==> src/rtl/econet_rx.sv <==
// Econet serial receiver: HDLC-style flag/abort detection, zero-bit destuffing
// and LSB-first byte assembly, with per-frame start/end/abort pulses.
module econet_rx (
  input  logic       econet_clk,
  input  logic       reset,
  input  logic       econet_data,
  output logic [7:0] rx_byte,
  output logic       byte_valid,
  output logic       frame_start,
  output logic       frame_end,
  output logic       abort,
  output logic       receiving
);

  typedef enum logic {HUNT, DATA} state_t;

  state_t     state_q, state_d;
  logic [2:0] ones_q, ones_d;
  logic [2:0] bitcnt_q, bitcnt_d;
  logic       got_byte_q, got_byte_d;
  logic [7:0] shift_q, shift_d;
  logic [7:0] rx_byte_q, rx_byte_d;
  logic       byte_valid_q, byte_valid_d;
  logic       frame_start_q, frame_start_d;
  logic       frame_end_q, frame_end_d;
  logic       abort_q, abort_d;
  logic       receiving_q, receiving_d;

  logic d;
  logic is_flag;
  logic is_stuff;
  logic is_abort;

  // The line is driven inverted; every decision below uses the true bit.
  assign d        = ~econet_data;
  assign is_flag  = ~d & (ones_q == 3'd6);
  assign is_stuff = ~d & (ones_q == 3'd5);
  assign is_abort = d & (ones_q >= 3'd6);

  always_comb begin
    state_d       = state_q;
    bitcnt_d      = bitcnt_q;
    got_byte_d    = got_byte_q;
    shift_d       = shift_q;
    rx_byte_d     = rx_byte_q;
    byte_valid_d  = 1'b0;
    frame_start_d = 1'b0;
    frame_end_d   = 1'b0;
    abort_d       = 1'b0;

    if (d) begin
      ones_d = (ones_q == 3'd7) ? 3'd7 : ones_q + 3'd1;
    end else begin
      ones_d = 3'd0;
    end

    if (is_abort) begin
      abort_d    = (state_q == DATA) && got_byte_q;
      state_d    = HUNT;
      bitcnt_d   = 3'd0;
      got_byte_d = 1'b0;
    end else if (is_flag) begin
      // A closing flag is good only if its 7 prefix bits exactly filled bitcnt 0..6.
      if (state_q == DATA && got_byte_q) begin
        if (bitcnt_q == 3'd7) begin
          frame_end_d = 1'b1;
        end else begin
          abort_d = 1'b1;
        end
      end
      state_d    = DATA;
      bitcnt_d   = 3'd0;
      got_byte_d = 1'b0;
    end else if (!is_stuff && state_q == DATA) begin
      shift_d[bitcnt_q] = d;
      bitcnt_d          = bitcnt_q + 3'd1;
      if (bitcnt_q == 3'd7) begin
        rx_byte_d     = shift_d;
        byte_valid_d  = 1'b1;
        frame_start_d = ~got_byte_q;
        got_byte_d    = 1'b1;
      end
    end

    receiving_d = (state_d == DATA) && got_byte_d;
  end

  always_ff @(posedge econet_clk or posedge reset) begin
    if (reset) begin
      state_q       <= HUNT;
      ones_q        <= 3'd7;
      bitcnt_q      <= 3'd0;
      got_byte_q    <= 1'b0;
      shift_q       <= 8'h00;
      rx_byte_q     <= 8'h00;
      byte_valid_q  <= 1'b0;
      frame_start_q <= 1'b0;
      frame_end_q   <= 1'b0;
      abort_q       <= 1'b0;
      receiving_q   <= 1'b0;
    end else begin
      state_q       <= state_d;
      ones_q        <= ones_d;
      bitcnt_q      <= bitcnt_d;
      got_byte_q    <= got_byte_d;
      shift_q       <= shift_d;
      rx_byte_q     <= rx_byte_d;
      byte_valid_q  <= byte_valid_d;
      frame_start_q <= frame_start_d;
      frame_end_q   <= frame_end_d;
      abort_q       <= abort_d;
      receiving_q   <= receiving_d;
    end
  end

  assign rx_byte     = rx_byte_q;
  assign byte_valid  = byte_valid_q;
  assign frame_start = frame_start_q;
  assign frame_end   = frame_end_q;
  assign abort       = abort_q;
  assign receiving   = receiving_q;

endmodule
==> config.mk <==
export PLATFORM = sky130hd
export DESIGN_NAME = econet_rx
export DESIGN_NICKNAME = d
export VERILOG_FILES = /design/src/rtl/econet_rx.sv
export SDC_FILE = /design/constraint.sdc
export NUM_CORES = 1
export LEC_CHECK = 0
export CORE_ASPECT_RATIO = 1.4
export CORE_MARGIN = 3
export CORE_UTILIZATION = 42
export DETAILED_ROUTE_END_ITERATION = 8
export PLACE_DENSITY = 0.65
export SYNTH_ARGS = -nofsm -noshare
export SYNTH_HDL_FRONTEND = slang
export SYNTH_SLANG_ARGS = --single-unit
==> constraint.sdc <==
create_clock -name econet_clk -period 2.2 [get_ports econet_clk]
set_clock_uncertainty 0.2 [all_clocks]
set_input_delay 0.55 -clock econet_clk [delete_from_list [all_inputs] [get_ports econet_clk]]
set_output_delay 0.55 -clock econet_clk [all_outputs]
set_load 0.03 [all_outputs]
=== Word-level counts from Yosys, hierarchy flattened ===
Cells that the tools add are included.
W data, S select, Z words.

* Add/subtract/negate cells: 2
* $lt $le $gt $ge: 3
* Equal/unequal tests: 4
* Mux-type cells: 29
* Bitwise logic cells: 7
* Reductions and logical operators: 8

{| class="wikitable"
|+ Operators with widths
! kind !! number
|-
| $mux W1 || 22
|-
| $mux W3 || 5
|-
| $eq A3 B3 Y1 const B || 4
|-
| $bwmux W8 || 1
|-
| $add A3 B1 Y3 const B || 2
|-
| $logic_and A1 B1 Y1 || 4
|-
| $lt A3 B4 Y1 const B || 1
|-
| $not A1 Y1 || 4
|-
| $reduce_and A4 Y1 || 1
|-
| $and A1 B1 Y1 || 3
|-
| $demux W1 S3 || 1
|-
| $ge A3 B1 Y1 const B || 1
|-
| $ge A3 B3 Y1 const B || 1
|-
| $reduce_and A3 Y1 || 1
|-
| $reduce_bool A3 Y1 || 1
|-
| $logic_not A1 Y1 || 1
|}

* Bits in registers: 29
* Input bits: 3
* Output and inout bits: 13
* Word-level logic and storage cells: 64

=== Depth between registers and ports, before layout ===
Gate-level depths: netlist of the first run.

* Depth after elaboration: 8
* Depth in mapped cells: 7
* Gate-level depth less buffers: 6

=== Worst setup path after synthesis of the first run ===
No wires, ideal clock.

* Path type: reg-to-reg
* Start point: register ones_q[0]
* End point: register shift_q[0]
* Setup time: 0.125 ns
* Data arrival time: 1.773 ns
* Required time: 1.875 ns
* Slack: 0.102 ns
* Cell stages (with the launch flop): 7
* Buffers on the path: 1
* Period minus slack after synthesis: 2.098 ns
* Cell sequence: dfstp_2 -> inv_1 -> ha_1 -> o31ai_4 -> and2_1 -> buf_6 -> mux2_2

* Word-level cells in the longest chain between the ends: 5
* Elaborated cells on any way between the ends: 11
* Classes of those cells: 1 x order compare; 2 x eq/ne; 5 x bitwise; 3 x reduce/logical

{| class="wikitable"
|+ Ends and longest elaborated chain
! what !! line !! text
|-
| start: declaration || 18 || <nowiki>logic [2:0] ones_q, ones_d;</nowiki>
|-
| start signal: assignment || 103 || <nowiki>ones_q <= ones_d;</nowiki>
|-
| parallel branches: the longest is 4 deep, another holds $ge A3 B3 Y1 || n/a ||
|-
| $reduce_and A3 Y1 (no line) (*) || n/a ||
|-
| end signal: assignment || 106 || <nowiki>shift_q <= shift_d;</nowiki>
|-
| end: declaration || 21 || <nowiki>logic [7:0] shift_q, shift_d;</nowiki>
|}

Every way passes the cells marked *.
A chain may end at the register's enable or synchronous reset.

=== Worst setup path after layout of the first run ===
* Start point: register ones_q[1]
* End point: register shift_q[0]

The elaborated chain is that of the path after synthesis.

==> results.md, run 1 <==
- Met1 Use GR: 0.1641
- Antenna viol nets, final: 0
- Commonest non-fill, non-tap cells in the layout: dfrtp_1 (26), clkdlybuf4s50_1 (14), nor2_1 (13)
- Total die area: 0.004059 mm^2
- GPL Wtd Cong: 0.7251
- Worst Tran Pin Value: 357.0 ps
- WHS: 266.6 ps
- VDD IR max: 0.8974 mV
- Fmax: 0.4748 GHz
- Iteration-0 DRC Markers: 35
- Critical path peak fanout: 11
- FF+latch count, synth: 29
- Sink Count: 29
- Largest net degree at the start of global routing: 30
- CP endpoint kind: flip-flop
- I/O pin count: 16
- Initial core utilization: 0.4425
- TritonCTS clock tree: yes
- Fin crit share: 0.9573
- Min Clock Period, post-route: 2106 ps
- Pwr dens: 1473 mW/mm^2
- WP data arrival: 2070 ps
- Setup TNS: 0 ps
- Initial DRT Pass Iterations: 3
- Cells after DPL: 175
- Layout cells sized above 1: 0.2847
- # rows: 24
- Min-Delay Path Class: flip-flop to flip-flop
- Hold_buf cts: 0
- Clock Latency Late Sink: 270 ps
- Width of the chip: 54.71 um
- Status: complete, no violations
- Initial antenna violation count: 0
- Post-Syn Area per Cell: 11.63 um^2
- Synth Net Count: 128
- R2R cell count: 7
- Cell count of the worst hold path: 1
- Slew headroom: 0.7620
- Layout area overhead: 23.23%
- R2R setup slack: 90 ps
- Synthesis warning total: 0
- Vias in the first global route: 915
- DRT Wirelength: 2.278 mm
- Sequential share of the synthesized area: 0.5229
- DRC: 0
- First-pass GRT wire length: 3.967 mm
- Num CTS Buffers: 5
- Number of diodes: 0
- Met3 capacity usage during global routing: 0.05611
- Core ar.: 0.003153 mm^2
- Worst EP required: 2160 ps
- RSZ-0062 raised after global routing: false
- Final Hold Vio Count: 0
- DP HPWL: 1.630 mm
- Count of different cell masters after synthesis: 29
- Commonest non-fill, non-tap cell in the layout: dfrtp_1
- Slew Limit Fails: 0
- Worst-path clk slew: 60 ps
- Clock root cell: clkbuf_8
- Max_cap viols: 0
- GRT Util Overall: 0.1379
- Number of port buffers: 15
- Leakage power: 0.7784 nW
- Vias per Instance: 4.978
- WL per Instance: 12.45 um
- Congestion Overflow GR: 0
- Fin nets: 152
- Die height: 74.20 um
- Gate Count Post-Synth: 120
- Fin cells: 183
- GR Layer Usage met2: 0.2118
- Crit start category: flip-flop
- H-tree depth: 2
- Final core occ: 0.5452
- Synthesized area: 0.001395 mm^2
- Setup-failing EPs final: 0
- GRT Max-Usage Layer: met2
- CP Class: flip-flop to flip-flop
- Max Root-Sink Buffers: 2
- Vias: 911
cell type report:
class / instances / area [um^2]
Tap cell: 39 / 48.80
Fill cell: 286 / 1434
Multi-Input combinational cell: 77 / 591.8
Sequential cell: 29 / 729.5
Timing Repair Buffer: 25 / 240.2
Inverter: 6 / 22.52
Clock buffer: 7 / 86.33
registers in the layout, indices dropped and copies added, names as in the netlist:
name         cells
rx_byte          8
frame_start      1
receiving        1
shift_q          8
ones_q           3
abort            1
bitcnt_q         3
byte_valid       1
got_byte_q       1
frame_end        1
state_q          1
kinds of logic after synthesis:
group,Yosys count,share of synthesized area
AOI/OAI and AO/OA,23,0.1103
adders and majority gates,5,0.04484
buffers and inverters,14,0.05470
DFF,29,0.5229
muxes,17,0.1525
and+or+nand+nor,32,0.1148
worst paths after layout:
check,startpoint,to
max in group asynchronous,reset,ones_q[1]$_DFF_PP1_
min in group asynchronous,reset,shift_q[3]$_DFFE_PP0P_
min,got_byte_q$_DFF_PP0_,frame_start$_DFF_PP0_
max,ones_q[1]$_DFF_PP1_,shift_q[0]$_DFFE_PP0P_
min reg2reg,got_byte_q$_DFF_PP0_,frame_start$_DFF_PP0_
max reg2reg,ones_q[1]$_DFF_PP1_,shift_q[0]$_DFFE_PP0P_
layer usage:
| layer | part of all wire | routed length [um] | vias to the layer above |
|---|---|---|---|
| li1 | - | - | 457 |
| met1 | 0.43 | 976 | 432 |
| met2 | 0.50 | 1145 | 15 |
| met3 | 0.045 | 103 | 7 |
| met4 | 0.023 | 53 | 0 |
| met5 | 0 | 0 | - |
power breakdown:
part | internal [mW] | switching [mW] | leakage, nW
combinational | 0.636 | 0.572 | 0.390
sequential | 0.753 | 0.143 | 0.344
clock | 0.247 | 0.181 | 0.0443
synthesized netlist by cell type:
master,n,area (um^2)
buf_6,3,33.78
mux2_2,10,112.6
nand2_1,6,22.52
inv_1,6,22.52
nand3b_1,1,7.510
buf_2,1,5.000
nor3_1,1,5.000
a21oi_1,9,45.04
a31oi_1,1,6.260
and2_1,1,6.260
ha_1,5,62.56
nor2_1,13,48.80
dfstp_2,3,78.83
and2_4,1,8.760
clkbuf_1,4,15.01
o22ai_1,1,6.260
nand3_2,1,10.01
nand3_1,4,20.02
nor3b_1,3,22.52
o31ai_4,1,21.27
o31ai_1,2,15.01
a21bo_2,1,10.01
o21ai_0,5,25.02
nor2b_2,1,8.760
mux2_4,6,90.09
a22o_1,2,17.52
dfrtp_1,26,650.6
mux2i_1,1,10.01
a21boi_0,1,7.510
per-stage QoR:
step	power, mW	setup WS, ps	area (um^2)
after floorplan	1.750	102.5	1395
after detailed placement	2.120	-242.8	1620
final	2.532	93.98	1719
after CTS	2.561	25.91	1707
after global routing	2.725	18.98	1719
after global placement	2.074	-211.6	1620
timing repair:
| action | in CTS | in global routing |
|---|---|---|
| setup endpoints to repair | 0 | 7 |
| buffers inserted | 0 | 1 |
| resized for setup | 0 | 2 |
critical path, stage by stage (launching register included):
cell and delay [ps]:
dfstp_2 550, inv_1 50, ha_1 190, and2_4 150, o31ai_4 210, and2_4 190, buf_12 120, mux2_2 330
Note: power is estimated with default switching activity, not from simulation.
==> inputs of run 2 (changes only) <==
- ABC_AREA: not set -> 1
==> results.md, run 2 <==
- Core ar.: 0.002964 mm^2 (was 0.003153 mm^2)
- Critical path peak fanout: 2 (was 11)
- Slew headroom: 0.7609 (was 0.7620)
- Most common cell in the netlist: nand2_1 (was dfrtp_1)
- Synthesis warning total: 0 (unchanged)
- FF+latch count, synth: 29 (unchanged)
- Critical path origin: rx_byte[6]$_DFFE_PP0P_ (was ones_q[1]$_DFF_PP1_)
- Largest delay share family, worst path: buffers and inverters (was flip-flops)
- GRT Max-Usage Layer: met2 (unchanged)
- Sequential share of the synthesized area: 0.5408 (was 0.5229)
- Synthesized area: 0.001349 mm^2 (was 0.001395 mm^2)
- Synth area leaders: dfrtp_1 (48%), nand2_1 (18%), o21ai_0 (6.3%) (was dfrtp_1 (47%), mux2_2 (8.1%), mux2_4 (6.5%))
- Post-synthesis xor/xnor area fraction: 0 (unchanged)
- Place WS: 94.78 ps (was -242.8 ps)
- Sink Count: 29 (unchanged)
- Placed inst area: 0.001555 mm^2 (was 0.001620 mm^2)
- Min Clock Period, post-route: 2037 ps (was 2106 ps)
- Hold_buf cts: 0 (unchanged)
- Dominant synthesized flop cell: dfrtp_1 (unchanged)
- TritonCTS clock tree: yes (unchanged)
- Initial antenna violation count: 0 (unchanged)
- Layout area overhead: 22.82% (was 23.23%)
- Post-Syn Area per Cell: 8.483 um^2 (was 11.63 um^2)
- Largest family of logic cells by synthesized area: simple AND/OR/NAND/NOR gates (was multiplexers)
- Vias in the first global route: 1095 (was 915)
- Num CTS Buffers: 5 (unchanged)
- Commonest non-fill, non-tap cells in the layout: nand2_1 (63), dfrtp_1 (26), o21ai_0 (17) (was dfrtp_1 (26), clkdlybuf4s50_1 (14), nor2_1 (13))
- EDFF count, synth: 0 (unchanged)
- DRC: 0 (unchanged)
- Setup repair bufs after CTS: 0 (unchanged)
- Simple-gate share of the synthesized area: 0.2644 (was 0.1148)
- Number of port buffers: 15 (unchanged)
- Met3 capacity usage during global routing: 0.06135 (was 0.05611)
- Number of diodes: 0 (unchanged)
- Post-synthesis adder-cell area fraction: 0.04638 (was 0.04484)
- Width of the chip: 53.90 um (was 54.71 um)
- CP Class: flip-flop to output port (was flip-flop to flip-flop)
- DRT Wirelength: 2.406 mm (was 2.278 mm)
- Post-cts sizing count: 0 (unchanged)
- Multi-input gate area: 535.5 um^2 (was 591.8 um^2)
- Clock Latency Late Sink: 280 ps (was 270 ps)
- GR Layer Usage met2: 0.2547 (was 0.2118)
- Worst Path Buf+Inv: 1 (was 2)
- Synth Net Count: 167 (was 128)
- Layout cells sized above 1: 0.1196 (was 0.2847)
- Min-Delay Path Class: flip-flop to flip-flop (unchanged)
- Setup-failing EPs final: 0 (unchanged)
- First-pass GRT wire length: 4.560 mm (was 3.967 mm)
- Post-layout instance area: 0.001657 mm^2 (was 0.001719 mm^2)
- Iteration-0 DRC Markers: 35 (unchanged)
- Filler cells: 273 (was 286)
- Vias per Instance: 4.950 (was 4.978)
- Pwr dens: 1317 mW/mm^2 (was 1473 mW/mm^2)
- Worst-path cell chain: clkdlybuf4s50_1 (was inv_1 -> ha_1 -> and2_4 -> o31ai_4 -> and2_4 -> buf_12 -> mux2_2)
- Commonest non-fill, non-tap cell in the layout: nand2_1 (was dfrtp_1)
- Crit start category: flip-flop (unchanged)
- # rows: 23 (was 24)
- Largest net degree at the start of global routing: 30 (unchanged)
- Setup TNS: 0 ps (unchanged)
- Met1 Use GR: 0.1847 (was 0.1641)
- Hold path startpoint: shift_q[1]$_DFFE_PP0P_ (was got_byte_q$_DFF_PP0_)
- Storage cell area: 729.5 um^2 (unchanged)
- GPL Wtd Cong: 0.7588 (was 0.7251)
- Final Hold Vio Count: 0 (unchanged)
- Max_cap viols: 0 (unchanged)
- Worst path slowest cell: clkdlybuf4s50_1 (was dfstp_2)
- H-tree depth: 2 (unchanged)
- Status: complete, no violations (unchanged)
- Final worst setup slack: 163.4 ps (was 93.98 ps)
- Worst-path clk slew: 60 ps (about the same)
- Yosys top cell area share: 0.4824 (was 0.4664)
- Clock root cell: clkbuf_8 (unchanged)
- Worst EP required: 1450 ps (was 2160 ps)
- Count of different cell masters after synthesis: 18 (was 29)
- Post-synth ARST share: 1.000 (unchanged)
- R2R setup slack: 390 ps (was 90 ps)
- Fin nets: 191 (was 152)
- Critical Path Max Stage Delay: 670 ps (was 550 ps)
- Total die area: 0.003937 mm^2 (was 0.004059 mm^2)
- Mux cell area share after synthesis: 0 (was 0.1525)
- Fin crit share: 0.9257 (was 0.9573)
- DP HPWL: 1.823 mm (was 1.630 mm)
- Gate Count Post-Synth: 159 (was 120)
- GRT Util Overall: 0.1612 (was 0.1379)
- Antenna viol nets, final: 0 (unchanged)
- Fmax: 0.4910 GHz (was 0.4748 GHz)
- VDD IR max: 0.5936 mV (was 0.8974 mV)
- I/O pin count: 16 (unchanged)
- Max Root-Sink Buffers: 2 (unchanged)
- Cell taking the most area after synthesis: dfrtp_1 (unchanged)
- WP data arrival: 1290 ps (was 2070 ps)
- CP endpoint kind: output port (was flip-flop)
- Slew Limit Fails: 0 (unchanged)
- WL per Instance: 10.89 um (was 12.45 um)
- Vias: 1094 (was 911)
- Congestion Overflow GR: 0 (unchanged)
- Synth top cells by count: nand2_1 (63), dfrtp_1 (26), o21ai_0 (17), inv_1 (14), nand3_1 (11) (was dfrtp_1 (26), nor2_1 (13), mux2_2 (10), a21oi_1 (9))
- Critical R2R Launch: ones_q[0]$_DFF_PP1_ (was ones_q[1]$_DFF_PP1_)
- Leakage power: 0.8518 nW (was 0.7784 nW)
- Initial DRT Pass Iterations: 4 (was 3)
- Die height: 73.05 um (was 74.20 um)
- Compound-Gate Fraction of Synth Area: 0.08627 (was 0.1103)
- Worst Tran Pin Value: 358.6 ps (was 357.0 ps)
- Total chip power: 2.182 mW (was 2.532 mW)
- RSZ-0062 raised after global routing: false (unchanged)
- Initial core utilization: 0.4550 (was 0.4425)
[run 2: cell types whose count changed after synthesis, moves of 3 or more]
cell,change
nand2_1,+57
o21ai_0,+12
mux2_2,-10
inv_1,+8
nand3_1,+7
a21oi_1,-6
mux2_4,-6
nor2_1,-6
clkbuf_1,-4
nor3b_1,-3
[run 2: cell families after synthesis]
kind of cell,Yosys count
and+or+nand+nor,86
adders and majority gates,5
AOI/OAI and AO/OA,21
buffers and inverters,18
DFF,29
[run 2: layer usage]
layer	wire length, um	part of all wire	vias up
met5	0	0	-
met4	63	0.026	0
met3	121	0.050	8
met2	1187	0.49	24
met1	1033	0.43	510
li1	-	-	552
[run 2: area by class of cell]
type	instances	share of cell area
Sequential cell	29	0.4403
Tap cell	37	0.02795
Multi-Input combinational cell	112	0.3233
Clock buffer	7	0.05816
Inverter	15	0.03399
Timing Repair Buffer	20	0.1133
Clock inverter	1	0.003021
[run 2: where the power goes]
group          total, mW  internal (mW)  leakage [nW]  switching (mW)
sequential         0.851          0.718         0.368           0.134
clock              0.468          0.282        0.0542           0.186
combinational      0.863          0.328         0.430           0.535
total               2.18           1.33         0.852           0.855
[run 2: final timing paths]
check	endpoint	cells past startpoint
worst max-delay path	rx_byte[6]	1
worst min-delay path	shift_q[1]$_DFFE_PP0P_	2
worst max register to register	receiving$_DFF_PP0_	8
worst min register to register	shift_q[1]$_DFFE_PP0P_	2
max in group asynchronous	ones_q[1]$_DFF_PP1_	3
min in group asynchronous	frame_start$_DFF_PP0_	3
[run 2: metrics by stage]
stage          instances  hold WS, ps    util
2_1_floorplan        159        242.2       -
3_3_place_gp         213        254.5  0.5247
3_5_place_dp         213        259.3  0.5247
4_1_cts              221        274.7  0.5589
5_1_grt              221        288.9  0.5589
6_report             221        270.5  0.5589
